`src/rtl/sub48_seq_pkg.sv`:
```
// Shared constants, FSM encoding and flag helper for the sliced 48-bit subtractor.
package sub48_seq_pkg;

  localparam int W      = 48;
  localparam int SLICE  = 16;
  localparam int NSLICE = W / SLICE;
  localparam int IDX_W  = 2;

  typedef enum logic [1:0] {
    IDLE = 2'd0,
    RUN  = 2'd1,
    DONE = 2'd2
  } state_t;

  // Signed overflow of A - B: operands differ in sign and the result sign flips away from A.
  function automatic logic ovf_flag(input logic a_msb, input logic b_msb, input logic d_msb);
    return (a_msb != b_msb) && (d_msb != a_msb);
  endfunction

endpackage

```
`src/rtl/sub48_seq_adder16.sv`:
```
// 16-bit slice adder with carry in/out, reused once per slice by sub48_seq.
module adder16 (
  input  logic [15:0] i_a,
  input  logic [15:0] i_b,
  input  logic        i_c0,
  output logic [15:0] o_s,
  output logic        o_c16
);

  logic [16:0] w_full;

  assign w_full = {1'b0, i_a} + {1'b0, i_b} + {16'b0, i_c0};
  assign o_s    = w_full[15:0];
  assign o_c16  = w_full[16];

endmodule

```
`src/rtl/sub48_seq.sv`:
```
// Multi-cycle 48-bit subtractor D = A - B, one 16-bit slice per cycle as A + ~B + 1.
module sub48_seq
  import sub48_seq_pkg::*;
(
  input  logic         clk,
  input  logic         rst,
  input  logic         in_valid,
  output logic         in_ready,
  input  logic [W:1]   A,
  input  logic [W:1]   B,
  output logic         out_valid,
  input  logic         out_ready,
  output logic [W:1]   D,
  output logic         bout,
  output logic         ovf
);

  state_t             r_state;
  logic [IDX_W-1:0]   r_idx;
  logic               r_carry;
  logic [W:1]         r_a;
  logic [W:1]         r_bn;
  logic [W:1]         r_d;
  logic               r_bout;
  logic               r_ovf;
  logic               r_out_valid;
  logic               r_in_ready;

  logic [SLICE-1:0]   w_a_slice;
  logic [SLICE-1:0]   w_bn_slice;
  logic [SLICE-1:0]   w_sum;
  logic               w_cout;
  logic               w_last;

  assign w_a_slice  = r_a[SLICE*r_idx+1 +: SLICE];
  assign w_bn_slice = r_bn[SLICE*r_idx+1 +: SLICE];
  assign w_last     = (r_idx == IDX_W'(NSLICE - 1));

  adder16 u_slice (
    .i_a   (w_a_slice),
    .i_b   (w_bn_slice),
    .i_c0  (r_carry),
    .o_s   (w_sum),
    .o_c16 (w_cout)
  );

  // Operands carry no reset; they are only consumed after a fresh accept.
  always_ff @(posedge clk) begin
    if (r_state == IDLE && in_valid) begin
      r_a  <= A;
      r_bn <= ~B;
    end
  end

  always_ff @(posedge clk) begin
    if (rst) begin
      r_state     <= IDLE;
      r_idx       <= '0;
      r_carry     <= 1'b0;
      r_d         <= '0;
      r_bout      <= 1'b0;
      r_ovf       <= 1'b0;
      r_out_valid <= 1'b0;
      r_in_ready  <= 1'b1;
    end else begin
      case (r_state)
        IDLE: begin
          if (in_valid) begin
            r_carry    <= 1'b1;
            r_idx      <= '0;
            r_in_ready <= 1'b0;
            r_state    <= RUN;
          end
        end
        RUN: begin
          r_d[SLICE*r_idx+1 +: SLICE] <= w_sum;
          r_carry <= w_cout;
          r_idx   <= r_idx + 1'b1;
          if (w_last) begin
            // Borrow is the complement of the final carry of A + ~B + 1.
            r_bout      <= ~w_cout;
            r_ovf       <= ovf_flag(r_a[W], ~r_bn[W], w_sum[SLICE-1]);
            r_out_valid <= 1'b1;
            r_state     <= DONE;
          end
        end
        DONE: begin
          if (out_ready) begin
            r_out_valid <= 1'b0;
            r_in_ready  <= 1'b1;
            r_state     <= IDLE;
          end
        end
        default: begin
          r_state     <= IDLE;
          r_out_valid <= 1'b0;
          r_in_ready  <= 1'b1;
        end
      endcase
    end
  end

  assign in_ready  = r_in_ready;
  assign out_valid = r_out_valid;
  assign D         = r_d;
  assign bout      = r_bout;
  assign ovf       = r_ovf;

endmodule

```
`config.mk`:
```
export PLATFORM = sky130hd
export DESIGN_NAME = sub48_seq
export DESIGN_NICKNAME = d
export VERILOG_FILES = /design/src/rtl/sub48_seq_pkg.sv /design/src/rtl/sub48_seq_adder16.sv /design/src/rtl/sub48_seq.sv
export SDC_FILE = /design/constraint.sdc
export NUM_CORES = 1
export LEC_CHECK = 0
export BUFFER_PORTS_ARGS = -buffer_cell sky130_fd_sc_hd__buf_4
export CORE_ASPECT_RATIO = 0.9
export CORE_UTILIZATION = 45
export CTS_CLUSTER_DIAMETER = 60
export CTS_CLUSTER_SIZE = 14
export DETAILED_ROUTE_END_ITERATION = 8
export GPL_TIMING_DRIVEN = 0
export PLACE_DENSITY = 0.68
export SLEW_MARGIN = 20
export SYNTH_ARGS = -nofsm -noshare
export SYNTH_HDL_FRONTEND = slang
export SYNTH_HIERARCHICAL = 1
export SYNTH_SLANG_ARGS = --single-unit
```
`constraint.sdc`:
```
create_clock -name clk -period 8.5 [get_ports clk]
set_input_delay 0.85 -clock clk [delete_from_list [all_inputs] [get_ports clk]]
set_output_delay 0.85 -clock clk [all_outputs]
set_load 0.005 [all_outputs]
```
==> reports/results.ini, run 1 <==
[cells_and_area]
design_area_um2 = 8730
syn2layout_area_growth_pct = 30.4
n_antenna_cell = 0
fin_util_pct = 61.2
stdcell_count = 987
layout-drive-gt1-share_pct = 27.3
nets = 901
n_fill_cell = 1174

[placed_design]
io_buffers = 150
dp_hpwl_um = 11600
place_inst = 955
place_area_um2 = 8130
place.gp.congestion = 0.849

[die]
row_count = 41
core-area_um2 = 14300
die_area_um2 = 15400
die_w_um = 131
start_util_pct = 46.9
ios = 152
die_h_um = 118

[sta]
setup_violations = 0
slew_viol_final = 0
finalCritPeriodShare_pct = 45.1
rsz0062_at_grt = false
finalHoldViolCount = 0
setup_tns_ps = 0
slew_headroom_pct = 60.7
fmaxAchievable_mhz = 261
hold_ws_ps = 452
clock_skew_ps = 10.0
period_needed_ps = 3830
tightest_slew_ps = 583

[worst_setup_path]
reg2regPathDepth = 13
start_kind = register
worstSetupEndpointType = register
crit_fanout = 10
critPathKind = reg2reg
worstPathArrival_ps = 4190
worst_ep_required_time_ps = 8860

[clocking]
htreeDepth = 4
clockBufferDepth = 2
cts_tree = built
cts_setup_buffers = 0
clk_latency_ps = 430
hold_buffers = 0
cts.clk_slew.worst_paths_ps = 60
clkSinkCount = 153
post_cts_resized = 0
cts_buffers = 17
clock-root-buffer = clkbuf_16

[power_and_ir_drop]
p_leak_uw = 0.00355
p_int_uw = 1440
power_switching_share_pct = 26.2
p_comb_share_pct = 17.2
seqPwrFrac_pct = 43.6
clockPowerShare_pct = 39.2
p_per_area_nw_per_um2 = 224
ir_drop_mv = 0.157
power.switching_uw = 512

[synthesis]
yosys_warnings = 6
synth_edf_count = 96
synthFlopType = edfxtp_1
ys_seq_area_share_pct = 60.1
ys_seq_elements = 153
ys_async_sr_fraction_pct = 0
synth.top_cells.by_area = edfxtp_1 43%, dfxtp_1 17%, mux2i_1 5.1%
syn-num-nets = 729
synthCells = 609
synthTopCellsByCount = 96 x edfxtp_1, 89 x nand2_1, 60 x a21oi_1
synth.avg_cell_area_um2 = 11.0
yosysMostFrequentCell = edfxtp_1
synthesis.area_um2 = 6690
synth_cell_types = 47
synth_top_area_share_pct = 43.1
post-synth-top-area-cell = edfxtp_1

[routing]
drtIter0Drc = 232
drc_errors = 0
antenna_left = 0
viasPerCell = 4.98
drt_wl_total_um = 15200
wl_per_cell_um = 15.4
dr.pass1.iters = 5
vias = 4917

[worst_hold_path]
hold_depth = 2
hold_path.class = reg2reg

[run]
cap_violations = 0

[run_status]
status = complete, no violations

[global_routing]
grt_use_total_pct = 21.0
antenna_found_initial = 0
grt_pass1_vias = 4876
gr-total-overflow = 0
grt_max_degree = 31
grt_first_pass_wirelength_um = 24300

worst max-delay path, stage by stage (launching register included):
cell	delay, ps
dfxtp_1	330
buf_4	210
buf_2	340
mux2i_1	230
o21ai_0	170
fa_1	510
fa_1	420
a21o_1	230
a311oi_2	370
o211ai_2	160
a41oi_2	210
xnor2_1	250
nand3_1	150
a21oi_1	160
stage by stage:
| stage | setup WS [ps] | total power, uW |
|---|---|---|
| floorplan | 3000 | 1080 |
| global placement | 1660 | 1190 |
| detailed placement | 4670 | 1200 |
| CTS | 4640 | 1960 |
| global route | 4440 | 2030 |
| finish | 4670 | 1950 |
state kept, by name (all words and copies together), names as in the netlist:
name       cells
r_idx          2
D             48
bout           1
r_state        2
out_valid      1
r_carry        1
ovf            1
r_bn          48
in_ready       1
r_a           48
kinds of logic after synthesis:
family,after synthesis,synth area share [%]
AO/OA/AOI/OAI,127,10.9
XOR/XNOR,13,1.70
adder cells (fa/ha/maj),20,3.96
buffers and inverters,88,6.13
flip-flops,153,60.1
multiplexers,34,5.09
AND/OR/NAND/NOR,174,12.1
power groups by stage:
stage,Combinational [uW],Sequential (uW),Clock [uW]
3_3_place_gp,320,872,0
4_1_cts,335,852,777
3_5_place_dp,333,868,0
6_report,335,851,764
2_1_floorplan,205,870,0
5_1_grt,368,855,806
routing by layer:
layer / vias up / share of wire, % / routed length (um) / GRT usage, %
met2: 162 / 46 / 6910 / 32.9
li1: 2475 / - / - / -
met3: 17 / 6.0 / 907 / 5.59
met4: 0 / 1.4 / 212 / 6.68
met5: - / 0 / 0 / 0
met1: 2263 / 47 / 7130 / 28.2
area by class of cell:
class | count | area (um2) | share of cell area [%]
inverters | 54 | 203 | 2.32
well taps | 193 | 241 | 2.77
repair buffers | 153 | 1190 | 13.6
clock inverters | 15 | 176 | 2.02
clock buffers | 17 | 425 | 4.87
multi-input cells | 368 | 2260 | 25.9
plain buffers | 34 | 208 | 2.38
flip-flops and latches | 153 | 4020 | 46.1
worst paths after layout:
path / startpoint / slack, ps / end
max: r_idx[0] / 4670 / D[31]
min: D[6] / 450 / D[6]
max reg2reg: r_idx[0] / 4670 / D[31]
min reg2reg: D[6] / 450 / D[6]
layout by cell type (no fill, tap or decap), types with 3 or more instances in the layout:
cell       netlist  layout
buf_4           10     160
a21oi_1         60      60
nand4_1          3       3
buf_12           0       3
dfxtp_1         57      57
and3b_1          3       3
xnor2_1          6       6
xor2_1           7       7
clkbuf_16        0      17
o21ai_1          5       5
ha_1            18      18
edfxtp_1        96      96
bufinv_16        0       3
buf_2            8       8
nor2_1           9       8
buf_6            4       4
o21ai_0         36      36
nor2b_1          3       3
clkbuf_1         9       9
clkinv_4         0       5
nand3b_1         4       4
nand2b_1         3       3
nand3_1         49      49
nand2_1         89      89
a31oi_1          3       3
inv_1           54      54
clkinv_2         0       3
mux2i_1         34      34
a21o_1           6       6
o21bai_1         5       5
Note: power is estimated with default switching activity, not from simulation.
==> run 2, diff against run 1 <==
--- a/config.mk
+++ b/config.mk
@@ -5,6 +5,7 @@
 export SDC_FILE = /design/constraint.sdc
 export NUM_CORES = 1
 export LEC_CHECK = 0
+export ABC_AREA = 1
 export BUFFER_PORTS_ARGS = -buffer_cell sky130_fd_sc_hd__buf_4
 export CORE_ASPECT_RATIO = 0.9
 export CORE_UTILIZATION = 45
==> constraint.sdc (replaced) <==
create_clock -name clk -period 3.8 [get_ports clk]
set_input_delay 0.38 -clock clk [delete_from_list [all_inputs] [get_ports clk]]
set_output_delay 0.38 -clock clk [all_outputs]
set_load 0.005 [all_outputs]
==> run 2 against run 1 <==
Design area increased by 7.9%. Sequential share of layout area decreased by 3.4 points. Hold slack got worse by 330 ps. Register-to-register slack got worse by 4300 ps. Sequential cell count unchanged. Synthesized cell count increased by 49%. Total power increased by 150%. Clock power increased by 120%. Critical path depth increased by 4. Utilization decreased by 2.8 points. Critical endpoint is now D[41]. Highest routed layer unchanged.
==> reports/results.ini, run 2 <==
[routing]
vias = 6198  ; was 4917
antenna_left = 0  ; unchanged
viasPerCell = 4.78  ; was 4.98
drt_wl_total_um = 18600  ; was 15200 um
dr.pass1.iters = 5  ; unchanged
wl_per_cell_um = 14.3  ; was 15.4 um
drtIter0Drc = 399  ; was 232
drc_errors = 0  ; unchanged

[synthesis]
ys_async_sr_fraction_pct = 0  ; unchanged
synthFlopType = edfxtp_1  ; unchanged
synth.top_cells.by_area = edfxtp_1 39%, dfxtp_1 15%, nand2_1 13%  ; was edfxtp_1 43%, dfxtp_1 17%, mux2i_1 5.1%
synth_cell_types = 32  ; was 47
synthesis.area_um2 = 7420  ; was 6690 um2
ys_seq_elements = 153  ; unchanged
synth_top_area_share_pct = 38.8  ; was 43.1%
ys_seq_area_share_pct = 54.2  ; was 60.1%
yosys_warnings = 6  ; unchanged
synth_edf_count = 96  ; unchanged
synthCells = 908  ; was 609
post-synth-top-area-cell = edfxtp_1  ; unchanged
yosysMostFrequentCell = nand2_1  ; was edfxtp_1
syn-num-nets = 1028  ; was 729
synthTopCellsByCount = 249 x nand2_1, 147 x inv_1, 119 x nor2_1  ; was 96 x edfxtp_1, 89 x nand2_1, 60 x a21oi_1
synth.avg_cell_area_um2 = 8.17  ; was 11.0 um2

[sta]
tightest_slew_ps = 723  ; was 583 ps
fmaxAchievable_mhz = 289  ; was 261 MHz
clock_skew_ps = 10.9  ; was 10.0 ps
rsz0062_at_grt = false  ; unchanged
slew_headroom_pct = 51.8  ; was 60.7%
slew_viol_final = 0  ; unchanged
period_needed_ps = 3460  ; was 3830 ps
fin_ws_ps = 338  ; was 4670 ps
setup_violations = 0  ; unchanged
finalHoldViolCount = 0  ; unchanged
finalCritPeriodShare_pct = 91.1  ; was 45.1%
setup_tns_ps = 0  ; unchanged

[die]
start_util_pct = 46.0  ; was 46.9%
die_w_um = 137  ; was 131 um
ios = 152  ; unchanged
die_area_um2 = 17000  ; was 15400 um2
die_h_um = 124  ; was 118 um
row_count = 44  ; was 41
core-area_um2 = 16100  ; was 14300 um2

[clocking]
clock-root-buffer = clkbuf_16  ; unchanged
htreeDepth = 4  ; unchanged
post_cts_resized = 0  ; unchanged
cts_tree = built  ; unchanged
hold_buffers = 0  ; unchanged
cts_buffers = 17  ; unchanged
clkSinkCount = 153  ; unchanged
cts.clk_slew.worst_paths_ps = 70  ; was 60 ps
cts_setup_buffers = 0  ; unchanged
clk_latency_ps = 430  ; about the same
clockBufferDepth = 2  ; unchanged

[power_and_ir_drop]
ir_drop_mv = 0.365  ; was 0.157 mV
p_leak_uw = 0.00450  ; was 0.00355 uW
p_per_area_nw_per_um2 = 509  ; was 224 nW/um2

[worst_hold_path]
hold_depth = 1  ; was 2
hold_path.class = in2reg  ; was reg2reg
worstHoldStart = A[20]  ; was D[6]

[global_routing]
use_met2_pct = 37.8  ; was 32.9%
grt_first_pass_wirelength_um = 29500  ; was 24300 um
use_met1_pct = 30.8  ; was 28.2%
grt_max_degree = 50  ; was 31
gr-total-overflow = 0  ; unchanged
antenna_found_initial = 0  ; unchanged
grt_busiest_layer = met2  ; unchanged
grt_util_met3_pct = 4.31  ; was 5.59%
grt_pass1_vias = 6012  ; was 4876
grt_use_total_pct = 23.5  ; was 21.0%

[cells_and_area]
n_antenna_cell = 0  ; unchanged
final_common_cell = nand2_1  ; was buf_4
layout-drive-gt1-share_pct = 20.9  ; was 27.3%
syn2layout_area_growth_pct = 27.0  ; was 30.4%
nets = 1198  ; was 901
mostFrequentLayoutCells = 249 x nand2_1, 153 x buf_4, 146 x inv_1  ; was 160 x buf_4, 96 x edfxtp_1, 89 x nand2_1

[worst_setup_path]
reg2reg_from = r_idx[1]  ; was r_idx[0]
reg2regPathDepth = 17  ; was 13
start_kind = register  ; unchanged
worstSetupEndpointType = register  ; unchanged
worst_ep_required_time_ps = 4160  ; was 8860 ps
worstPathArrival_ps = 3820  ; was 4190 ps
crit_fanout = 10  ; unchanged
crit_start = r_idx[1]  ; was r_idx[0]
critPathKind = reg2reg  ; unchanged

[run_status]
status = complete, no violations  ; unchanged

[placed_design]
dp_hpwl_um = 13600  ; was 11600 um
io_buffers = 150  ; unchanged
preCtsSetupSlack_ps = 399  ; was 4670 ps
place.gp.congestion = 0.864  ; was 0.849

[run]
cap_violations = 0  ; unchanged

==> run 2: cell count changes after synthesis, sizes merged, moves of 16 or more <==
cell / previous run / this run
a21oi: 60 / 10
inv: 54 / 153
nor2: 10 / 124
nand2: 89 / 258
o21ai: 41 / 67
nand3: 50 / 66
mux2i: 34 / 0
==> run 2: power by group <==
group	internal, uW	switching (uW)	total, uW
Sequential	1890	42.3	1930
Clock	1030	664	1690
Combinational	425	746	1170
Total	3340	1450	4790
==> run 2: per-stage QoR <==
| step | std cells | utilization [%] | area [um2] | total power, uW | hold WS, ps |
|---|---|---|---|---|---|
| after floorplan | 908 | - | 7420 | 2710 | 436 |
| after global placement | 1265 | 54.6 | 8810 | 3110 | 474 |
| after detailed placement | 1266 | 54.8 | 8840 | 3120 | 475 |
| after CTS | 1298 | 58.4 | 9420 | 4800 | 111 |
| after global routing | 1298 | 58.4 | 9420 | 5030 | 108 |
| final | 1298 | 58.4 | 9420 | 4790 | 124 |
==> run 2: layout make-up <==
| class | count | area [um2] |
|---|---|---|
| plain buffers | 37 | 188 |
| clock buffers | 19 | 433 |
| clock inverters | 13 | 153 |
| fillers | 1480 | 6710 |
| inverters | 153 | 577 |
| multi-input cells | 565 | 2640 |
| flip-flops and latches | 153 | 4020 |
| well taps | 207 | 259 |
| repair buffers | 151 | 1150 |
==> run 2: per-layer routing <==
| metal | routed length, um | vias up |
|---|---|---|
| met5 | 0 | - |
| met3 | 1050 | 42 |
| li1 | - | 3182 |
| met4 | 527 | 0 |
| met2 | 8410 | 191 |
| met1 | 8630 | 2783 |
==> run 2: critical path, cell delays in order, from the launching register on <==
cell,delay (ps)
dfxtp_1,330
buf_2,290
inv_2,140
clkbuf_1,290
o21ai_0,160
o21ai_1,110
fa_1,480
fa_1,410
nand2_1,80
nand2_1,60
and2_4,150
nand2_1,50
nand2_1,50
xor2_1,430
nand2_1,100
nor2_1,100
nor2_1,60
nor2_1,100
==> run 2: cells by family after synthesis <==
logic type	Yosys count	synth area share (%)
adder cells (fa/ha/maj)	20	3.57
buffers and inverters	190	10.3
XOR/XNOR	7	0.826
AO/OA/AOI/OAI	81	5.61
AND/OR/NAND/NOR	457	25.5
flip-flops	153	54.2
==> run 2: final timing paths <==
| kind | end | slack (ps) |
|---|---|---|
| max | D[41] | 340 |
| min | r_a[20] | 120 |
| max reg2reg | D[41] | 340 |
| min reg2reg | r_carry | 500 |
